File: src/rtl/packet_receiver_fsm.sv
// Packet receiver: validates a NO_ACK/ACK header, gathers the peer public key and commits it atomically.
// Optional build macro PK_STABLE_CHECK_EN: pk_valid requires two consecutive accepted packets with identical keys.
module packet_receiver_fsm #(
  parameter int WIDTH           = 16,
  parameter int PUBLIC_KEY_SIZE = 256,
  parameter int LOGSIZE         = 5
) (
  input  logic                       clock,
  input  logic                       reset,
  input  logic                       incoming_packet_new,
  output logic [LOGSIZE-1:0]         incoming_packet_read_index,
  input  logic [WIDTH-1:0]           incoming_packet_read_data,
  output logic [PUBLIC_KEY_SIZE-1:0] their_pk,
  output logic                       pk_valid,
  output logic                       peer_ack,
  output logic                       bad_packet,
  output logic                       dropped_packet,
  output logic                       busy
);

  localparam int                 NUM_WORDS  = PUBLIC_KEY_SIZE / WIDTH;
  localparam logic [LOGSIZE-1:0] LAST_IDX   = LOGSIZE'(NUM_WORDS);
  localparam logic [WIDTH-1:0]   HDR_NO_ACK = WIDTH'(16'h5555);
  localparam logic [WIDTH-1:0]   HDR_ACK    = WIDTH'(16'hAAAA);

  typedef enum logic [2:0] {
    IDLE      = 3'd0,
    HDR_WAIT  = 3'd1,
    HDR_CHECK = 3'd2,
    KEY_READ  = 3'd3,
    COMMIT    = 3'd4
  } state_t;

  state_t                     state_r, state_s;
  logic [LOGSIZE-1:0]         read_index_r, read_index_s;
  logic [LOGSIZE-1:0]         word_cnt_r, word_cnt_s;
  logic [PUBLIC_KEY_SIZE-1:0] staging_r, staging_s;
  logic                       staging_ack_r, staging_ack_s;
  logic [PUBLIC_KEY_SIZE-1:0] their_pk_r, their_pk_s;
  logic                       pk_valid_r, pk_valid_s;
  logic                       peer_ack_r, peer_ack_s;
  logic                       bad_r, bad_s;
  logic                       dropped_r, dropped_s;
  logic                       busy_r, busy_s;
`ifdef PK_STABLE_CHECK_EN
  logic                       cand_r, cand_s;
`endif

  // Next-state, datapath and output-pulse decode
  always_comb begin
    state_s       = state_r;
    read_index_s  = read_index_r;
    word_cnt_s    = word_cnt_r;
    staging_s     = staging_r;
    staging_ack_s = staging_ack_r;
    their_pk_s    = their_pk_r;
    pk_valid_s    = pk_valid_r;
    peer_ack_s    = peer_ack_r;
    bad_s         = 1'b0;
`ifdef PK_STABLE_CHECK_EN
    cand_s        = cand_r;
`endif
    // A new packet is only taken from IDLE; COMMIT still counts as busy.
    dropped_s     = incoming_packet_new && (state_r != IDLE);

    case (state_r)
      IDLE: begin
        if (incoming_packet_new) begin
          read_index_s = {LOGSIZE{1'b0}};
          state_s      = HDR_WAIT;
        end else begin
          state_s      = IDLE;
        end
      end
      HDR_WAIT: begin
        read_index_s = LOGSIZE'(1);
        state_s      = HDR_CHECK;
      end
      HDR_CHECK: begin
        if ((incoming_packet_read_data == HDR_NO_ACK) || (incoming_packet_read_data == HDR_ACK)) begin
          staging_ack_s = (incoming_packet_read_data == HDR_ACK);
          read_index_s  = read_index_r + LOGSIZE'(1);
          word_cnt_s    = LOGSIZE'(1);
          state_s       = KEY_READ;
        end else begin
          bad_s   = 1'b1;
          state_s = IDLE;
        end
      end
      KEY_READ: begin
        // Shifting in MSB-first leaves word k at slot k once all words are in.
        staging_s = {staging_r[PUBLIC_KEY_SIZE-WIDTH-1:0], incoming_packet_read_data};
        if (read_index_r != LAST_IDX) begin
          read_index_s = read_index_r + LOGSIZE'(1);
        end else begin
          read_index_s = read_index_r;
        end
        if (word_cnt_r == LAST_IDX) begin
          state_s = COMMIT;
        end else begin
          word_cnt_s = word_cnt_r + LOGSIZE'(1);
          state_s    = KEY_READ;
        end
      end
      COMMIT: begin
        their_pk_s = staging_r;
        peer_ack_s = staging_ack_r;
`ifdef PK_STABLE_CHECK_EN
        if (cand_r && (their_pk_r == staging_r)) begin
          pk_valid_s = 1'b1;
        end else begin
          pk_valid_s = 1'b0;
        end
        cand_s     = 1'b1;
`else
        pk_valid_s = 1'b1;
`endif
        state_s    = IDLE;
      end
      default: begin
        state_s = IDLE;
      end
    endcase

    busy_s = (state_s != IDLE);
  end

  // State and output registers with synchronous reset
  always_ff @(posedge clock) begin
    if (reset) begin
      state_r       <= IDLE;
      read_index_r  <= {LOGSIZE{1'b0}};
      word_cnt_r    <= {LOGSIZE{1'b0}};
      staging_r     <= {PUBLIC_KEY_SIZE{1'b0}};
      staging_ack_r <= 1'b0;
      their_pk_r    <= {PUBLIC_KEY_SIZE{1'b0}};
      pk_valid_r    <= 1'b0;
      peer_ack_r    <= 1'b0;
      bad_r         <= 1'b0;
      dropped_r     <= 1'b0;
      busy_r        <= 1'b0;
`ifdef PK_STABLE_CHECK_EN
      cand_r        <= 1'b0;
`endif
    end else begin
      state_r       <= state_s;
      read_index_r  <= read_index_s;
      word_cnt_r    <= word_cnt_s;
      staging_r     <= staging_s;
      staging_ack_r <= staging_ack_s;
      their_pk_r    <= their_pk_s;
      pk_valid_r    <= pk_valid_s;
      peer_ack_r    <= peer_ack_s;
      bad_r         <= bad_s;
      dropped_r     <= dropped_s;
      busy_r        <= busy_s;
`ifdef PK_STABLE_CHECK_EN
      cand_r        <= cand_s;
`endif
    end
  end

  assign incoming_packet_read_index = read_index_r;
  assign their_pk                   = their_pk_r;
  assign pk_valid                   = pk_valid_r;
  assign peer_ack                   = peer_ack_r;
  assign bad_packet                 = bad_r;
  assign dropped_packet             = dropped_r;
  assign busy                       = busy_r;

endmodule

File: config.mk
export PLATFORM = sky130hd
export DESIGN_NAME = packet_receiver_fsm
export DESIGN_NICKNAME = d
export VERILOG_FILES = /design/src/rtl/packet_receiver_fsm.sv
export SDC_FILE = /design/constraint.sdc
export NUM_CORES = 1
export LEC_CHECK = 0
export ABC_AREA = 1
export CORE_ASPECT_RATIO = 1.2
export CORE_MARGIN = 1
export CORE_UTILIZATION = 48
export CTS_CLUSTER_SIZE = 10
export DETAILED_ROUTE_END_ITERATION = 8
export PLACE_DENSITY_LB_ADDON = 0.1
export SYNTH_ARGS = -nofsm -noshare
export SYNTH_HDL_FRONTEND = slang
export SYNTH_SLANG_ARGS = --single-unit
File: constraint.sdc
create_clock -name clock -period 1.18 [get_ports clock]
set_input_delay 0.354 -clock clock [delete_from_list [all_inputs] [get_ports clock]]
set_output_delay 0.354 -clock clock [all_outputs]
set_load 0.01 [all_outputs]
Word level (Yosys, flattened, before mapping)
Cells that the tools add are included.

Bits in registers: 531. Input port bits: 19. Logic and storage cells: 49.

Add/sub/neg operators: 2. Equality and inequality tests: 12. Muxes and demuxes: 12. Bitwise operators: 1. Reduce and logical (&&, ||, !) cells: 11.

Operators by type and width (number): two-way mux 5 bit (5); one-hot mux 5 bit (4 select lines) (1); == test 16 x 15 -> 1 bit (second input constant) (1); == test 16 bit (second input constant) (1); one-hot mux 3 bit (4 select lines) (1); adder 5 x 1 -> 5 bit (second input constant) (2); one-hot mux 5 bit (2 select lines) (1); inequality test 2 bit (second input constant) (4); == test 3 x 2 -> 1 bit (second input constant) (2); nonzero test 3 bit (2); == test 5 bit (second input constant) (1); inequality test 5 bit (second input constant) (1); AND reduction 4 bit (1); nonzero test 4 bit (1); == test 3 x 1 -> 1 bit (second input constant) (1); == test 3 bit (second input constant) (1); logical NOT 3 bit (1); two-way mux 3 bit (1); AND reduction 3 bit (1); two-way mux 1 bit (2); two-way mux 2 bit (1); AND reduction 2 bit (1); nonzero test 2 bit (1); OR reduction 2 bit (1); other kinds (3) (3).

Depth between registers and ports, before layout
Depth after elaboration: 5. Depth in mapped cells: 10. Gate-level depth less buffers: 10.

Worst setup path before layout
Ideal clock, no wire load.

Path type: reg-to-reg. From: reg read_index_r[0] (netlist: incoming_packet_read_index[0]). To: reg read_index_r[4] (netlist: incoming_packet_read_index[4]). Arrival: 1.307 ns. Data required time: 1.109 ns. Path slack: -0.198 ns. Cell stages (with the launch flop): 7. Clock period less this slack: 1.378 ns. Cells stage by stage: dfxtp_1 -> ha_1 -> nand3_1 -> or2_2 -> a21oi_1 -> nand3_1 -> a21oi_1.

Cells in the longest elaborated chain, start to end: 3. Elaborated cells between the ends (all ways): 7.

RTL lines: start: declaration (line 35) `logic [LOGSIZE-1:0] read_index_r, read_index_s;`; start signal: assignment (line 132) `read_index_r <= {LOGSIZE{1'b0}};`; start signal: assignment (line 147) `read_index_r <= read_index_s;`; adder 5 x 1 -> 5 bit / inequality test 5 bit (equally long branches) (line 82, 94, 93); two-way mux 5 bit, or another cell as far along (line 93) `if (read_index_r != LAST_IDX) begin`; one-hot mux 5 bit (4 select lines) / AND reduction 4 bit (equally long branches).

Parallel ways exist; a longest one is shown, timed or not. The select of a mux whose other input is x is not followed. A chain may end at the register's enable or synchronous reset.

Worst setup path after layout
From: reg state_r[1]. To: reg read_index_r[1] (netlist: incoming_packet_read_index[1]).

Cells in the longest elaborated chain, start to end: 3. Elaborated cells between the ends (all ways): 10.

RTL lines: start: declaration (line 34) `state_t state_r, state_s;`; start signal: assignment (line 146) `state_r <= state_s;`; == test 3 x 2 -> 1 bit, or another cell as far along (line 66) `case (state_r)`; nonzero test 4 bit (no source line) / inequality test 2 bit (equally long branches); AND reduction 4 bit (no source line).

Parallel ways exist; a longest one is shown, timed or not.

==> qor.yml <==
global_routing:
  grt_pass1_vias: 16522
  grt_max_degree: 63
  antenna_found_initial: 0
  grt_pass1_wl_mm: 88.8
  track_usage_pct: 28.1
  grt_overflow: 0
routing:
  firstDrtPassIters: 6
  via_per_inst: 5.33
  totalWireLength_mm: 58.3
  vias: 17186
  drtIter0Drc: 1284
  drc: 0
  ant_nets: 0
  wl_per_cell_um: 18.1
worst_setup_path:
  worstPathArrival_ns: 2.00
  ff2ff_path_depth: 11
  crit_path_max_incr_delay_ns: 0.36
  cp_cell_sequence: "nor2_4 -> buf_4 -> buf_6 -> buf_6 -> nand2_4 -> nor2_4 -> nor2_4 -> nand2_4 -> inv_2 -> nor2_1 -> nor2_1"
  r2r-end: "incoming_packet_read_index[1]"
  cp-start-kind: "register"
  worstPathRequired_ns: 1.69
  end_kind: "register"
  crit_fanout: 6
  r2r_slack_ns: -0.31
  timing.rr.start: "state_r[1]"
  cp_slowest_cell: "dfxtp_4"
  crit_top_cell: "nor2_4"
  path_class: "reg2reg"
yosys:
  synth_top_family_by_area: "simple AND/OR/NAND/NOR gates"
  synthAdderAreaFrac_pct: 0.271
  synth.distinct_cells: 23
  synth_area_sq_mm: 0.0185
  synth_top_area_share_pct: 57.5
  synth-compound-area-share_pct: 14.2
  synth_area_per_cell_sq_um: 7.75
  post-synth-top-area-cell: "dfxtp_1"
  ys_seq_area_share_pct: 57.5
  yosys-mux-area-fraction_pct: 0
  yosys_register_bits: 531
  yosysWarnings: 0
  syn-num-nets: 2408
  synth-xor-area-share_pct: 0.190
  yosys.area_share.simple_pct: 23.3
  netlist_instances: 2385
  synth.area.top_cells: "dfxtp_1 58%, nor2_1 22%, o21ai_0 13%, buf_2 2.0%, clkbuf_1 1.8%"
floorplan:
  start_util_pct: 48.8
  dieArea_sq_mm: 0.0393
  die_y_um: 217
  ioPinCount: 285
  row_count: 78
  die_w_um: 181
  core_sq_mm: 0.0379
place:
  dp_worst_setup_slack_ns: -0.683
  dpl.hpwl_mm: 35.4
  port_buffers: 284
  gp_congestion: 0.855
sta:
  clock.fmax_mhz: 670
  setup_viol: 796
  drv_slew: 0
  finalCritPeriodShare_pct: 127
  slew_headroom_pct: 74.3
  setup_ws_ns: -0.313
  worst_pin_slew_ns: 0.382
  tns_ns: -152.32
  period_minus_slack_ns: 1.49
  hold_viol_final: 0
  clock_skew_ns: 0.0159
  rsz0062_at_grt: "yes"
clocking:
  numCtsBuffers: 59
  clk_pin_slew_ns: 0.06
  cts_hold_buf: 0
  clock_latency_ns: 0.59
  clock-sinks: 531
  cts_root_buffer: "clkbuf_16"
  cts_tree: "done"
  clockBufferDepth: 3
  htree_levels: 2
layout:
  nets: 2763
  fill_cells: 2976
  drive_gt1_share_pct: 34.6
  final_common_cell: "nor2_1"
  final_cell_mix: "971 x nor2_1, 331 x o21ai_0, 281 x buf_6, 261 x dfxtp_1, 256 x dfxtp_2"
  syn2layout_area_growth_pct: 45.0
  diodes: 0
hold_path:
  hold-path-endpoint: "staging_r[13]"
  hold_class: "in2reg"
  worstHoldStart: "incoming_packet_read_data[13]"
  holdPathStages: 3
power:
  pwr_density_cell_mw_per_mm2: 1380
  vdd_drop_max_v: 0.00132
  p_leak_nw: 11.7
run_status:
  outcome: "finished with violations"
  violations: "setup timing"
run:
  maxCapViolCount: 0
-- flip-flops by register name, summed over array words and instances (netlist names) --
name and flops:
bad_packet 1, word_cnt_r 5, state_r 3, their_pk 256, staging_r 256, pk_valid 1, staging_ack_r 1, dropped_packet 1
busy 1, incoming_packet_read_index 5, peer_ack 1
-- report_power, final --
group	leakage [nW]	switching, W	internal (W)
clock	0.770	0.00675	0.00906
sequential	4.43	0.000433	0.0184
combinational	6.53	0.00137	0.00102
total	11.7	0.00856	0.0284
-- stage by stage --
stage | hold slack (ns) | power, W | std cells | cell area, sq um | utilization, %
final | 0.418 | 0.0370 | 3225 | 26800 | 70.7
after global routing | 0.441 | 0.0383 | 3225 | 26800 | 70.7
after CTS | 0.401 | 0.0369 | 3206 | 25900 | 68.3
after detailed placement | 0.470 | 0.0211 | 3091 | 22600 | 59.6
after global placement | 0.464 | 0.0210 | 3091 | 22600 | 59.6
after floorplan | 0.423 | 0.0202 | 2385 | 18700 | -
-- how the worst max path moves through the flow --
stage                                       start                            end  slack, ns  cells after the start
floorplan           incoming_packet_read_index[0]  incoming_packet_read_index[2]      -0.05                      8
global placement     incoming_packet_read_data[7]  incoming_packet_read_index[0]      -0.66                     11
detailed placement   incoming_packet_read_data[0]  incoming_packet_read_index[4]      -0.68                     10
CTS                                 their_pk[252]                  their_pk[252]      -0.26                      1
global route                           state_r[1]  incoming_packet_read_index[3]      -0.36                     10
finish                                 state_r[1]  incoming_packet_read_index[1]      -0.31                     11
-- critical path, delay by kind of cell (launching register included) --
kind / cells / cell delay (ns)
flip-flops: 1 / 0.36
AND/OR/NAND/NOR: 7 / 0.64
buffers and inverters: 4 / 0.44
-- synthesized netlist by cell type --
cell type / n
nor2_1: 1059
dfxtp_1: 531
o21ai_0: 470
clkbuf_1: 91
buf_2: 73
o21ai_1: 45
nand2_1: 43
nand3_1: 17
inv_1: 15
a21oi_1: 10
buf_4: 6
ha_1: 4
inv_2: 4
nand2_2: 3
nor2_2: 3
nand4_1: 2
xnor2_1: 2
xor2_1: 2
clkinv_1: 1
nand3_2: 1
nand3b_1: 1
nor2_4: 1
or2_2: 1
-- per-layer routing --
metal | vias to the layer above | track usage (%) | wire length, um | part of all wire (%)
met5 | - | 0 | 0 | 0
met4 | 0 | 10.3 | 2020 | 3.5
met3 | 128 | 5.09 | 3270 | 5.6
met2 | 544 | 48.7 | 28900 | 50
met1 | 8171 | 34.9 | 24100 | 41
li1 | 8343 | - | - | -
-- layout make-up --
type	count	area (sq um)	share of cell area, %
repair inverters	5	103	0.383
repair buffers	458	5670	21.2
well taps	480	601	2.24
multi-input cells	1665	7720	28.8
clock buffers	64	1540	5.74
inverters	20	116	0.434
flip-flops and latches	531	11000	41.1
clock inverters	2	28.8	0.107
-- kinds of logic (layout without fill, tap and decap cells) --
family                   after synthesis  count (layout)
AO/OA/AOI/OAI                        525             525
adder cells (fa/ha/maj)                4               4
flip-flops                           531             531
AND/OR/NAND/NOR                     1131            1132
XOR/XNOR                               4               4
buffers and inverters                190             549
-- timing repair --
item / CTS / global route
gates resized for setup: 1754 / 258
gates cloned: 20 / 15
setup buffers: 29 / 9
pin swaps: 33 / 19
setup endpoints to repair: 796 / 796
(Power assumes the default switching activity.)
